<file path="config.mk">
export PLATFORM = sky130hd
export DESIGN_NAME = mul_div_seq_flat
export DESIGN_NICKNAME = d
export VERILOG_FILES = /design/src/rtl/mul_div_pkg.sv /design/src/rtl/mul_div_seq_if.sv /design/src/rtl/div_restoring_core.sv /design/src/rtl/mul_div_seq.sv /design/src/flat_wrapper.sv
export SDC_FILE = /design/constraint.sdc
export NUM_CORES = 1
export LEC_CHECK = 0
export BUFFER_PORTS_ARGS = -buffer_cell sky130_fd_sc_hd__clkbuf_2
export CAP_MARGIN = 20
export CORE_MARGIN = 2
export CORE_UTILIZATION = 50
export CTS_BUF_LIST = sky130_fd_sc_hd__clkbuf_4 sky130_fd_sc_hd__clkbuf_8 sky130_fd_sc_hd__clkbuf_16
export CTS_CLUSTER_DIAMETER = 120
export CTS_CLUSTER_SIZE = 8
export DETAILED_ROUTE_END_ITERATION = 10
export PLACE_DENSITY = 0.76
export SLEW_MARGIN = 10
export SYNTH_ARGS = -nofsm -noshare
export SYNTH_HDL_FRONTEND = slang
export SYNTH_SLANG_ARGS = --single-unit
</file>
<file path="constraint.sdc">
create_clock -name clk -period 4.9 [get_ports clk]
set_input_delay 0.49 -clock clk [delete_from_list [all_inputs] [get_ports clk]]
set_output_delay 0.49 -clock clk [all_outputs]
set_load 0.005 [all_outputs]
</file>
<file path="src/rtl/mul_div_pkg.sv">
// rtl/mul_div_pkg.sv - shared encodings, state type and width constants for the mul/div unit
package mul_div_pkg;

    localparam int MD_WIDTH = 32;
    localparam int MD_CNT_W = 6;

    localparam logic OP_MULT = 1'b0;
    localparam logic OP_DIV  = 1'b1;

    typedef enum logic [1:0] {
        IDLE,
        MULT,
        DIV,
        FINISH
    } state_t;

endpackage

</file>
<file path="src/rtl/mul_div_seq_if.sv">
// rtl/mul_div_seq_if.sv - start/busy/done handshake and operand/result bus of the mul/div unit
interface mul_div_seq_if
    import mul_div_pkg::*;
#(
    parameter int WIDTH = MD_WIDTH
);

    logic             start;
    logic             op;
    logic [WIDTH-1:0] a_in;
    logic [WIDTH-1:0] b_in;
    logic [WIDTH-1:0] hi_out;
    logic [WIDTH-1:0] lo_out;
    logic             busy;
    logic             done;
    logic             div_zero;

    // control FSM side
    modport master (
        output start, op, a_in, b_in,
        input  hi_out, lo_out, busy, done, div_zero
    );

    // arithmetic unit side
    modport slave (
        input  start, op, a_in, b_in,
        output hi_out, lo_out, busy, done, div_zero
    );

endinterface

</file>
<file path="src/rtl/div_restoring_core.sv">
// rtl/div_restoring_core.sv - restoring divider on operand magnitudes with sign fixup
module div_restoring_core
    import mul_div_pkg::*;
#(
    parameter int WIDTH = MD_WIDTH
) (
    input  logic             clk,
    input  logic             reset,
    input  logic             load,
    input  logic             step,
    input  logic [WIDTH-1:0] dividend,
    input  logic [WIDTH-1:0] divisor,
    output logic [WIDTH-1:0] quotient,
    output logic [WIDTH-1:0] remainder
);

    logic             sign_a;
    logic             sign_b;
    logic [WIDTH-1:0] dvs;
    logic [WIDTH-1:0] quo;
    logic [WIDTH-1:0] rem;
    logic [WIDTH-1:0] mag_a;
    logic [WIDTH-1:0] mag_b;
    logic [WIDTH:0]   shifted;
    logic [WIDTH:0]   diff;

    // Magnitudes fit unsigned WIDTH bits, including the most negative value.
    // The partial remainder stays below |divisor| <= 2^(WIDTH-1), so the shifted
    // value fits WIDTH bits and bit WIDTH of the difference is a true sign bit.
    always_comb begin
        mag_a   = dividend[WIDTH-1] ? -dividend : dividend;
        mag_b   = divisor[WIDTH-1]  ? -divisor  : divisor;
        shifted = {rem, quo[WIDTH-1]};
        diff    = shifted - {1'b0, dvs};
    end

    // Load magnitudes and signs at accept, then one quotient bit per step
    always_ff @(posedge clk or negedge reset) begin
        if (!reset) begin
            sign_a <= 1'b0;
            sign_b <= 1'b0;
            dvs    <= '0;
            quo    <= '0;
            rem    <= '0;
        end else if (load) begin
            sign_a <= dividend[WIDTH-1];
            sign_b <= divisor[WIDTH-1];
            dvs    <= mag_b;
            quo    <= mag_a;
            rem    <= '0;
        end else if (step) begin
            if (!diff[WIDTH]) begin
                rem <= diff[WIDTH-1:0];
                quo <= {quo[WIDTH-2:0], 1'b1};
            end else begin
                rem <= shifted[WIDTH-1:0];
                quo <= {quo[WIDTH-2:0], 1'b0};
            end
        end
    end

    // Quotient truncates toward zero; remainder follows the dividend sign
    always_comb begin
        quotient  = (sign_a ^ sign_b) ? -quo : quo;
        remainder = sign_a ? -rem : rem;
    end

endmodule

</file>
<file path="src/rtl/mul_div_seq.sv">
// rtl/mul_div_seq.sv - sequential signed Booth multiplier / restoring divider feeding HI/LO
module mul_div_seq
    import mul_div_pkg::*;
#(
    parameter int WIDTH = MD_WIDTH,
    parameter int CNT_W = MD_CNT_W
) (
    input  logic           clk,
    input  logic           reset,
    mul_div_seq_if.slave   bus
);

    localparam logic [CNT_W-1:0] LAST_STEP = CNT_W'(WIDTH - 1);

    state_t                  state;
    logic [CNT_W-1:0]        count;
    logic                    op_r;
    logic signed [WIDTH:0]   acc;
    logic signed [WIDTH:0]   mcand;
    logic signed [WIDTH:0]   acc_sum;
    logic [WIDTH-1:0]        mplr;
    logic                    q_1;
    logic [WIDTH-1:0]        hi_r;
    logic [WIDTH-1:0]        lo_r;
    logic                    busy_r;
    logic                    done_r;
    logic                    div_zero_r;
    logic                    div_load;
    logic [WIDTH-1:0]        div_quo;
    logic [WIDTH-1:0]        div_rem;

    // The accumulator carries one guard bit so subtracting the most negative
    // multiplicand cannot overflow before the arithmetic shift.
    always_comb begin
        acc_sum = acc;
        case ({mplr[0], q_1})
            2'b01:   acc_sum = acc + mcand;
            2'b10:   acc_sum = acc - mcand;
            default: acc_sum = acc;
        endcase
    end

    assign div_load = (state == IDLE) && bus.start && (bus.op == OP_DIV) && (bus.b_in != '0);

    div_restoring_core #(
        .WIDTH (WIDTH)
    ) u_div (
        .clk       (clk),
        .reset     (reset),
        .load      (div_load),
        .step      (state == DIV),
        .dividend  (bus.a_in),
        .divisor   (bus.b_in),
        .quotient  (div_quo),
        .remainder (div_rem)
    );

    // Control FSM with Booth iteration; results only move at the FINISH edge
    always_ff @(posedge clk or negedge reset) begin
        if (!reset) begin
            state      <= IDLE;
            count      <= '0;
            op_r       <= OP_MULT;
            acc        <= '0;
            mcand      <= '0;
            mplr       <= '0;
            q_1        <= 1'b0;
            hi_r       <= '0;
            lo_r       <= '0;
            busy_r     <= 1'b0;
            done_r     <= 1'b0;
            div_zero_r <= 1'b0;
        end else begin
            done_r <= 1'b0;
            case (state)
                IDLE: begin
                    if (bus.start) begin
                        count      <= '0;
                        op_r       <= bus.op;
                        busy_r     <= 1'b1;
                        div_zero_r <= 1'b0;
                        if (bus.op == OP_MULT) begin
                            acc   <= '0;
                            mcand <= {bus.a_in[WIDTH-1], bus.a_in};
                            mplr  <= bus.b_in;
                            q_1   <= 1'b0;
                            state <= MULT;
                        end else if (bus.b_in == '0) begin
                            div_zero_r <= 1'b1;
                            state      <= FINISH;
                        end else begin
                            state <= DIV;
                        end
                    end
                end
                MULT: begin
                    {acc, mplr, q_1} <= {acc_sum[WIDTH], acc_sum, mplr};
                    count            <= count + CNT_W'(1);
                    if (count == LAST_STEP) begin
                        state <= FINISH;
                    end
                end
                DIV: begin
                    count <= count + CNT_W'(1);
                    if (count == LAST_STEP) begin
                        state <= FINISH;
                    end
                end
                FINISH: begin
                    if (!div_zero_r) begin
                        if (op_r == OP_DIV) begin
                            hi_r <= div_rem;
                            lo_r <= div_quo;
                        end else begin
                            hi_r <= acc[WIDTH-1:0];
                            lo_r <= mplr;
                        end
                    end
                    done_r <= 1'b1;
                    busy_r <= 1'b0;
                    state  <= IDLE;
                end
                default: state <= IDLE;
            endcase
        end
    end

    assign bus.hi_out   = hi_r;
    assign bus.lo_out   = lo_r;
    assign bus.busy     = busy_r;
    assign bus.done     = done_r;
    assign bus.div_zero = div_zero_r;

endmodule

</file>
<file path="src/flat_wrapper.sv">
// flat-port wrapper written by rule: the top's interface ports become plain ports
module mul_div_seq_flat import mul_div_pkg::*;
#(
    parameter int WIDTH = MD_WIDTH,
    parameter int CNT_W = MD_CNT_W
)
  (clk, reset, bus_start, bus_op, bus_a_in, bus_b_in, bus_hi_out, bus_lo_out, bus_busy, bus_done, bus_div_zero);
  mul_div_seq_if #(.WIDTH(WIDTH)) bus_i ();
  input  logic clk;
  input  logic reset;
  input wire logic [$bits(bus_i.start)-1:0] bus_start;
  input wire logic [$bits(bus_i.op)-1:0] bus_op;
  input wire logic [$bits(bus_i.a_in)-1:0] bus_a_in;
  input wire logic [$bits(bus_i.b_in)-1:0] bus_b_in;
  output wire logic [$bits(bus_i.hi_out)-1:0] bus_hi_out;
  output wire logic [$bits(bus_i.lo_out)-1:0] bus_lo_out;
  output wire logic [$bits(bus_i.busy)-1:0] bus_busy;
  output wire logic [$bits(bus_i.done)-1:0] bus_done;
  output wire logic [$bits(bus_i.div_zero)-1:0] bus_div_zero;
  assign bus_i.start = bus_start;
  assign bus_i.op = bus_op;
  assign bus_i.a_in = bus_a_in;
  assign bus_i.b_in = bus_b_in;
  assign bus_hi_out = bus_i.hi_out;
  assign bus_lo_out = bus_i.lo_out;
  assign bus_busy = bus_i.busy;
  assign bus_done = bus_i.done;
  assign bus_div_zero = bus_i.div_zero;
  mul_div_seq #(.WIDTH(WIDTH), .CNT_W(CNT_W)) u_core (.clk(clk), .reset(reset), .bus(bus_i));
endmodule
</file>
==> results.py, run 1 <==
metrics = {
    "drt": {
        "drt_pass1_iterations": 5,
        "vias": 16540,
        "routedWlPerCell_um": 20.13,
        "drtIter0Drc": 1424,
        "routed_wl_mm": 55.12,
        "vias_per_cell": 6.040,
        "drc": 0,
        "ant_nets": 0,
    },
    "synthesis": {
        "synthCells": 2180,
        "synth_top_area_frac": 0.3647,
        "synth_area_leader_cell": "dfrtp_1",
        "synthFlopType": "dfrtp_1",
        "synth_cell_types": 75,
        "avgSynthCellArea_sq_um": 8.530,
        "yosys_warnings": 0,
        "synthTopCellsByArea": "dfrtp_1 36%, o21ai_0 8.3%, nand2_1 6.4%",
        "syn_nets": 2325,
        "synth_seq_cells": 271,
        "synth_edf_count": 0,
        "syn_area_sq_um": 18600,
        "ys_seq_area_frac": 0.3647,
        "async_flop_share": 1.000,
    },
    "critical_path": {
        "crit_type": "reg2reg",
        "crit_path_start_kind": "register",
        "required_ps": 5300,
        "path_max_fanout": 6,
        "endpoint_kind": "register",
        "crit_arrival_ps": 4840,
    },
    "global_routing": {
        "grt_max_degree": 117,
        "gr-usage-met3": 0.04603,
        "grt_pass1_wl_mm": 86.73,
        "met2_usage": 0.4557,
        "antenna_found_initial": 0,
        "busiest_layer": "met2",
        "overflow": 0,
        "grt_pass1_vias": 15680,
        "use_met1": 0.3938,
        "grtUsageTotal": 0.2838,
    },
    "clock_tree": {
        "postCtsSetupBuffers": 0,
        "clk_path_buf_depth": 3,
        "cts_tree": "yes",
        "root_buffer": "clkbuf_16",
        "cts_sinks": 271,
        "hold_buffers": 0,
        "clkLatencyLatePin_ps": 530,
        "cts_made_buffers": 39,
        "htreeDepth": 2,
        "clkTransAtPathRegs_ps": 50,
    },
    "power_and_ir_drop": {
        "leakagePower_uw": 0.009101,
        "vdd_drop_max_v": 0.0005769,
        "power.density_nw_per_um2": 887.0,
    },
    "final_layout": {
        "final_cells": 2738,
        "diodes": 0,
        "fill_cells": 3298,
        "layout_common_cells": "317 x nand2_1, 309 x o21ai_0, 270 x dfrtp_1",
        "area_delta_synth_final_pct": 11.55,
        "nets": 2413,
        "drive_gt1_frac": 0.1198,
        "final_common_cell": "nand2_1",
    },
    "placed_design": {
        "pre_cts_ws_ps": 338.8,
        "dp_cells": 2693,
        "gp_congestion": 0.9202,
        "io_buffers": 134,
        "dp_hpwl_mm": 41.07,
    },
    "timing": {
        "timing.final.crit_share": 0.9055,
        "maxSlewViolCount": 0,
        "final_hold_viol_count": 0,
        "finalWorstSetupSlack_ps": 462.8,
        "tightestPinTransition_ps": 1087,
        "rsz0062_at_grt": "false",
        "fin_setup_tns_ps": 0,
        "fmax_mhz": 225.4,
        "fin_crit_ps": 4437,
        "finalSetupViolCount": 0,
        "clock_skew_ps": 10.16,
        "slew-limit-headroom": 0.2751,
    },
    "floorplan": {
        "core_sq_um": 36610,
        "start_util": 0.5079,
        "num_rows": 70,
        "io_pins": 135,
        "dieArea_sq_um": 38750,
        "fp.dieH_um": 196.9,
        "die_x_um": 196.9,
    },
    "job": {
        "maxCapViolations": 0,
    },
    "run_status": {
        "status": "complete, no violations",
    },
    "worst_hold_path": {
        "min_path_type": "in2async",
    },
}
-- registers in the layout, summed over array words and instances, names as in the netlist --
| register | flops |
|---|---|
| u_core.acc | 32 |
| u_core.bus.hi_out | 32 |
| u_core.bus.lo_out | 32 |
| u_core.mcand | 32 |
| u_core.mplr | 32 |
| u_core.u_div.dvs | 32 |
| u_core.u_div.quo | 32 |
| u_core.u_div.rem | 32 |
| u_core.count | 6 |
| u_core.state | 2 |
| u_core.bus.busy | 1 |
| u_core.bus.div_zero | 1 |
| u_core.bus.done | 1 |
| u_core.op_r | 1 |
| u_core.q_1 | 1 |
| u_core.u_div.sign_a | 1 |
| u_core.u_div.sign_b | 1 |
-- metrics by stage --
stage | utilization | hold WS, ps | area, sq um | total power [uW]
2_1_floorplan | - | 194.4 | 18600 | 12650
3_3_place_gp | 0.5367 | 462.6 | 19650 | 15500
3_5_place_dp | 0.5367 | 470.7 | 19650 | 15730
4_1_cts | 0.5651 | 57.67 | 20690 | 18230
5_1_grt | 0.5666 | 108.1 | 20740 | 19900
6_report | 0.5666 | 16.13 | 20740 | 18400
-- cells in the mapped netlist, types with 6 or more instances --
cell type and count:
mux2_2 31, o21ai_0 309, inv_1 74, o211ai_1 7, o22ai_1 7, xor2_1 86, nand3_1 42, nand4_1 20
nor2b_1 14, nor3b_1 6, o41ai_1 16, mux2i_1 105, a21oi_1 148, nor3_1 34, o21bai_1 9, a211oi_1 14
a31oi_1 17, a31o_2 7, o31ai_1 26, ha_1 75, a21o_1 28, and3_1 9, dfrtp_1 271, or3_1 18
nor4_1 21, or4_1 12, nand2_1 317, o221ai_1 7, clkbuf_1 102, nand2b_1 32, a41oi_1 6, nor2_1 99
xnor2_1 120
-- logic make-up after synthesis --
group                      share of synthesized area
buffers and inverters                        0.04347
and+or+nand+nor                               0.1636
adders and majority gates                    0.05262
xor gates and xnor gates                     0.09703
AOI/OAI and AO/OA                             0.2033
muxes                                        0.07529
DFF                                           0.3647
-- routing by layer --
metal / wire [um] / share of wire
met1: 24620 / 0.45
met4: 1618 / 0.029
met3: 3588 / 0.065
met5: 0 / 0
met2: 25290 / 0.46
-- repair_timing --
action | in CTS | in global routing
resized for setup | 0 | 1
endpoints found under the hold margin | 0 | 0
endpoints found under the setup margin | 0 | 1
-- area by class of cell --
| type | count | area [sq um] | share of cell area |
|---|---|---|---|
| Sequential cell | 271 | 6783 | 0.3270 |
| Multi-Input combinational cell | 1715 | 11060 | 0.5333 |
| Tap cell | 468 | 585.6 | 0.02823 |
| Clock buffer | 43 | 1041 | 0.05018 |
| Timing Repair Buffer | 166 | 991.0 | 0.04777 |
| Inverter | 75 | 281.5 | 0.01357 |
-- final timing paths --
path                                 startpoint                   end  slack (ps)  depth (start not counted)
setup / recovery                u_core.mcand[4]        u_core.acc[31]         460                         16
hold / removal                            reset  u_core.u_div.dvs[17]          20                          1
setup reg to reg                u_core.mcand[4]        u_core.acc[31]         460                         16
hold reg to reg            u_core.bus.lo_out[0]  u_core.bus.lo_out[0]         480                          2
max in group asynchronous                 reset       u_core.mcand[7]        3690                          2
min in group clk                         bus_op   u_core.bus.div_zero         290                          3
-- critical path, stage by stage, from the launching register on --
cell,delay (ps)
dfrtp_1,400
or3_1,420
or3_1,370
nor3_1,300
nor2_1,90
xnor2_1,150
ha_1,360
a21oi_1,230
nand2_1,80
o31ai_1,480
o221ai_1,320
a41oi_2,410
o31ai_1,140
buf_4,160
nand2_1,70
nor4b_1,230
o32ai_1,110
-- power breakdown --
| part | switching, uW | total [uW] | leakage, uW | internal, uW |
|---|---|---|---|---|
| clock | 963 | 2430 | 0.000514 | 1470 |
| combinational | 6570 | 11300 | 0.00520 | 4720 |
| sequential | 1390 | 4680 | 0.00339 | 3290 |
No activity file was read; power rests on OpenSTA's default activity.
==> run 2, diff against run 1 <==
--- a/config.mk
+++ b/config.mk
@@ -13,7 +13,8 @@
 export CTS_CLUSTER_DIAMETER = 120
 export CTS_CLUSTER_SIZE = 8
 export DETAILED_ROUTE_END_ITERATION = 10
-export PLACE_DENSITY = 0.76
+export MAX_ROUTING_LAYER = met4
+export PLACE_DENSITY_LB_ADDON = 0.3
 export SLEW_MARGIN = 10
 export SYNTH_ARGS = -nofsm -noshare
 export SYNTH_HDL_FRONTEND = slang
==> results.py, run 2 (synthesis results as in run 1) <==
metrics = {
    "floorplan": {
        "fp.dieH_um": 196.9,
        "core_sq_um": 36610,
        "io_pins": 135,
        "num_rows": 70,
        "die_x_um": 196.9,
        "dieArea_sq_um": 38750,
        "start_util": 0.5079,
    },
    "timing": {
        "final_hold_viol_count": 4,
        "clock_skew_ps": 20.76,
        "fin_setup_tns_ps": 0,
        "timing.final.crit_share": 0.9299,
        "slew-limit-headroom": 0.3252,
        "fmax_mhz": 219.5,
        "rsz0062_at_grt": "false",
        "finalWorstSetupSlack_ps": 343.7,
        "maxSlewViolCount": 0,
        "fin_crit_ps": 4556,
        "tightestPinTransition_ps": 1007,
        "whs_ps": -4.719,
        "finalSetupViolCount": 0,
    },
    "critical_path": {
        "crit_type": "reg2reg",
        "required_ps": 5300,
        "cp_slowest_stage_delay_ps": 520,
        "cpMostUsedCell": "or3_1",
        "cp_cell_sequence": "or3_1, or3_1, nor3_1, nor3b_2, nor2_1, xnor2_1, ha_1, a21o_1, a2111oi_0, o22ai_1, a31oi_1, o21ai_0, a311oi_1, xor2_1, o221ai_1",
        "path_max_fanout": 6,
        "endpoint_kind": "register",
        "crit_arrival_ps": 4960,
        "crit_slowest_cell": "a2111oi_0",
        "crit_path_start_kind": "register",
    },
    "clock_tree": {
        "cts_sinks": 271,
        "cts_tree": "yes",
        "clk_path_buf_depth": 3,
        "clkLatencyLatePin_ps": 560,
        "cts_made_buffers": 39,
        "hold_buffers": 0,
        "postCtsSetupBuffers": 0,
        "clkTransAtPathRegs_ps": 50,
        "htreeDepth": 2,
        "root_buffer": "clkbuf_16",
        "ctsResizeCount": 0,
    },
    "run_status": {
        "status": "finished with violations",
        "violations": "hold timing",
    },
    "drt": {
        "vias": 16460,
        "drc": 0,
        "drt_pass1_iterations": 5,
        "drtIter0Drc": 1317,
        "routed_wl_mm": 55.32,
        "ant_nets": 0,
        "routedWlPerCell_um": 20.11,
        "vias_per_cell": 5.984,
    },
    "global_routing": {
        "grt_pass1_wl_mm": 87.04,
        "grt_max_degree": 109,
        "antenna_found_initial": 1,
        "overflow": 0,
        "grtUsageTotal": 0.2953,
        "grt_pass1_vias": 15480,
    },
    "final_layout": {
        "layout_common_cells": "317 x nand2_1, 309 x o21ai_0, 270 x dfrtp_1",
        "final_common_cell": "nand2_1",
        "drive_gt1_frac": 0.1245,
        "final_core_util": 0.5682,
        "nets": 2424,
        "area_delta_synth_final_pct": 11.86,
    },
    "worst_hold_path": {
        "min_path_type": "in2async",
    },
    "power_and_ir_drop": {
        "power.density_nw_per_um2": 885.9,
        "leakagePower_uw": 0.009139,
        "vdd_drop_max_v": 0.0004501,
        "finalPower_uw": 18430,
    },
    "placed_design": {
        "io_buffers": 134,
        "dp_hpwl_mm": 41.29,
        "gp_congestion": 0.9724,
        "pre_cts_ws_ps": 330.1,
    },
    "job": {
        "maxCapViolations": 0,
    },
}
==> run 2: cell types whose count changed in the layout (fill, tap and decap cells not counted), sizes merged <==
cell,change
buf,+11
clkbuf,-1
clkinv,+1
diode,+1
inv,+1
==> run 2: critical path, delay by kind of cell (launching register included) <==
kind | cells | cell delay (ps)
compound gates | 7 | 1840
simple gates | 5 | 1510
flops | 1 | 400
fa+ha+maj | 1 | 360
xor+xnor | 2 | 300
==> run 2: report_power, final <==
part / internal (uW) / switching [uW] / leakage (uW)
combinational: 4740 / 6640 / 0.00523
sequential: 3290 / 1320 / 0.00339
clock: 1450 / 992 / 0.000514
total: 9480 / 8950 / 0.00914
==> run 2: area by class of cell <==
class                           instances  area [sq um]
Sequential cell                       271          6783
Fill cell                            3350         15810
Tap cell                              468         585.6
Inverter                               75         281.5
Multi-Input combinational cell       1715         11060
Clock buffer                           42          1016
Clock inverter                          2         25.02
Antenna cell                            1         2.502
Timing Repair Buffer                  177          1049
==> run 2: path summary, 6_finish.rpt <==
path	start	endpoint	slack, ps	depth (start not counted)
max	u_core.mcand[4]	u_core.acc[30]	340	15
min	reset	u_core.u_div.dvs[12]	-5	1
max reg2reg	u_core.mcand[4]	u_core.acc[30]	340	15
min reg2reg	u_core.bus.hi_out[21]	u_core.bus.hi_out[21]	470	2
max in group asynchronous	reset	u_core.mcand[10]	3810	2
min in group clk	bus_op	u_core.bus.div_zero	240	3
==> run 2: routing by layer <==
layer	vias up	routed length (um)	GRT usage
met1	7930	25120	0.4040
met2	511	25330	0.4543
met3	87	3168	0.03919
li1	7935	-	-
met4	0	1708	0.09914
met5	-	0	-
==> run 2: per-stage QoR <==
| stage | cell area (sq um) | instances |
|---|---|---|
| final | 20800 | 2751 |
| after global routing | 20800 | 2751 |
| after CTS | 20770 | 2749 |
| after detailed placement | 19730 | 2705 |
| after global placement | 19730 | 2705 |
| after floorplan | 18600 | 2180 |
==> run 3, diff against run 2 <==
--- a/config.mk
+++ b/config.mk
@@ -6,9 +6,8 @@
 export NUM_CORES = 1
 export LEC_CHECK = 0
 export BUFFER_PORTS_ARGS = -buffer_cell sky130_fd_sc_hd__clkbuf_2
-export CAP_MARGIN = 20
 export CORE_MARGIN = 2
-export CORE_UTILIZATION = 50
+export CORE_UTILIZATION = 35
 export CTS_BUF_LIST = sky130_fd_sc_hd__clkbuf_4 sky130_fd_sc_hd__clkbuf_8 sky130_fd_sc_hd__clkbuf_16
 export CTS_CLUSTER_DIAMETER = 120
 export CTS_CLUSTER_SIZE = 8
==> results.py, run 3 (synthesis results as in run 1) <==
metrics = {
    "timing": {
        "fin_setup_tns_ps": 0,
        "finalSetupViolCount": 0,
        "finalWorstSetupSlack_ps": 392.6,
        "slew-limit-headroom": 0.4434,
        "clock_skew_ps": 30.00,
        "tightestPinTransition_ps": 834.9,
        "fmax_mhz": 221.9,
        "final_hold_viol_count": 13,
        "whs_ps": -23.04,
        "timing.final.crit_share": 0.9199,
        "rsz0062_at_grt": "false",
        "maxSlewViolCount": 0,
        "fin_crit_ps": 4507,
    },
    "power_and_ir_drop": {
        "vdd_drop_max_v": 0.0003862,
        "finalPower_uw": 18460,
        "power.density_nw_per_um2": 879.2,
        "leakagePower_uw": 0.009100,
    },
    "final_layout": {
        "final_cells": 2965,
        "nets": 2420,
        "area_delta_synth_final_pct": 12.89,
        "final_common_cell": "nand2_1",
        "fill_cells": 5349,
        "drive_gt1_frac": 0.1217,
        "layout_common_cells": "317 x nand2_1, 309 x o21ai_0, 270 x dfrtp_1",
        "diodes": 0,
    },
    "critical_path": {
        "rrSetupSlack_ps": 390,
        "timing.critical_path.to": "u_core.acc[31]",
        "r2r_start": "u_core.mcand[4]",
        "worstReg2RegEnd": "u_core.acc[31]",
        "crit_arrival_ps": 4930,
        "required_ps": 5330,
        "crit_start": "u_core.mcand[4]",
        "crit_type": "reg2reg",
        "r2r_cells": 16,
        "crit_path_start_kind": "register",
        "path_max_fanout": 6,
        "endpoint_kind": "register",
    },
    "clock_tree": {
        "cts_sinks": 271,
        "cts_tree": "yes",
        "cts_made_buffers": 39,
        "postCtsSetupBuffers": 0,
        "clkLatencyLatePin_ps": 570,
        "htreeDepth": 2,
        "clkTransAtPathRegs_ps": 60,
        "root_buffer": "clkbuf_16",
        "hold_buffers": 0,
        "clk_path_buf_depth": 3,
        "ctsResizeCount": 0,
    },
    "drt": {
        "drc": 0,
        "wl_met2_mm": 27.27,
        "routedLengthMet1_mm": 27.61,
        "drt_pass1_iterations": 5,
        "met3_length_mm": 2.695,
        "routed_wl_mm": 58.97,
        "vias": 16310,
        "vias_per_cell": 5.501,
        "routedWlPerCell_um": 19.89,
        "drtIter0Drc": 1244,
        "ant_nets": 0,
        "highest_layer": "met4",
    },
    "run_status": {
        "status": "finished with violations",
        "violations": "hold timing",
    },
    "global_routing": {
        "grt_max_degree": 114,
        "overflow": 0,
        "antenna_found_initial": 0,
        "grt_pass1_wl_mm": 92.29,
        "grtUsageTotal": 0.2223,
        "grt_pass1_vias": 15770,
    },
    "placed_design": {
        "dp_hpwl_mm": 45.13,
        "dp_cells": 2922,
        "gp_congestion": 0.9773,
        "io_buffers": 134,
        "pre_cts_ws_ps": 410.8,
    },
    "floorplan": {
        "start_util": 0.3539,
        "fp.dieH_um": 234.5,
        "num_rows": 84,
        "dieArea_sq_um": 54990,
        "io_pins": 135,
        "die_x_um": 234.5,
        "core_sq_um": 52550,
    },
    "job": {
        "maxCapViolations": 0,
    },
    "worst_hold_path": {
        "min_path_type": "in2async",
    },
}
[run 3: cell types whose count changed in the layout (fill, tap and decap cells not counted), sizes merged]
| cell | previous run | this run |
|---|---|---|
| buf | 44 | 40 |
| clkbuf | 175 | 174 |
| clkinv | 2 | 1 |
| diode | 1 | 0 |
| inv | 75 | 76 |
[run 3: layout make-up]
| cell class | count | area, sq um | area share |
|---|---|---|---|
| inverters | 75 | 281.5 | 0.01341 |
| clock inverters | 2 | 28.78 | 0.001371 |
| flip-flops and latches | 271 | 6785 | 0.3232 |
| well taps | 688 | 860.8 | 0.04101 |
| clock buffers | 41 | 991.0 | 0.04720 |
| repair buffers | 173 | 998.5 | 0.04756 |
| multi-input cells | 1715 | 11050 | 0.5262 |
[run 3: metrics by stage]
step	area, sq um	utilization
after floorplan	18600	-
after global placement	19970	0.3801
after detailed placement	19970	0.3801
after CTS	20990	0.3995
after global routing	20990	0.3995
final	20990	0.3995
[run 3: worst min-delay path by stage]
stage                                     start                     to  slack (ps)  depth (start not counted)
after global placement    u_core.bus.lo_out[28]  u_core.bus.lo_out[28]         470                          2
after floorplan                           reset          u_core.acc[0]         190                          0
final                                     reset        u_core.mplr[27]         -20                          1
after detailed placement  u_core.bus.hi_out[29]  u_core.bus.hi_out[29]         470                          2
after global routing                      reset        u_core.mplr[27]          20                          1
after CTS                                 reset   u_core.u_div.dvs[15]           4                          1
[run 3: layer usage]
metal	global-route usage	up-vias
met5	-	-
met4	0.05660	0
met3	0.02762	76
met2	0.3483	372
met1	0.3045	7924
li1	-	7937
[run 3: critical path, stage by stage (launching register included)]
cell and delay (ps):
dfrtp_1 390, or3_1 420, or3_1 390, nor3_1 330
nor2_1 90, xnor2_1 230, ha_1 340, a21oi_1 220
nand2_1 80, o31ai_1 470, o221ai_1 260, a41oi_1 390
o31ai_1 140, buf_4 160, nand2_1 80, nor4b_1 290
o32ai_1 130
[run 3: power breakdown]
part,internal [uW],switching (uW)
sequential,3290,1390
combinational,4730,6600
clock,1420,1020
total,9440,9010
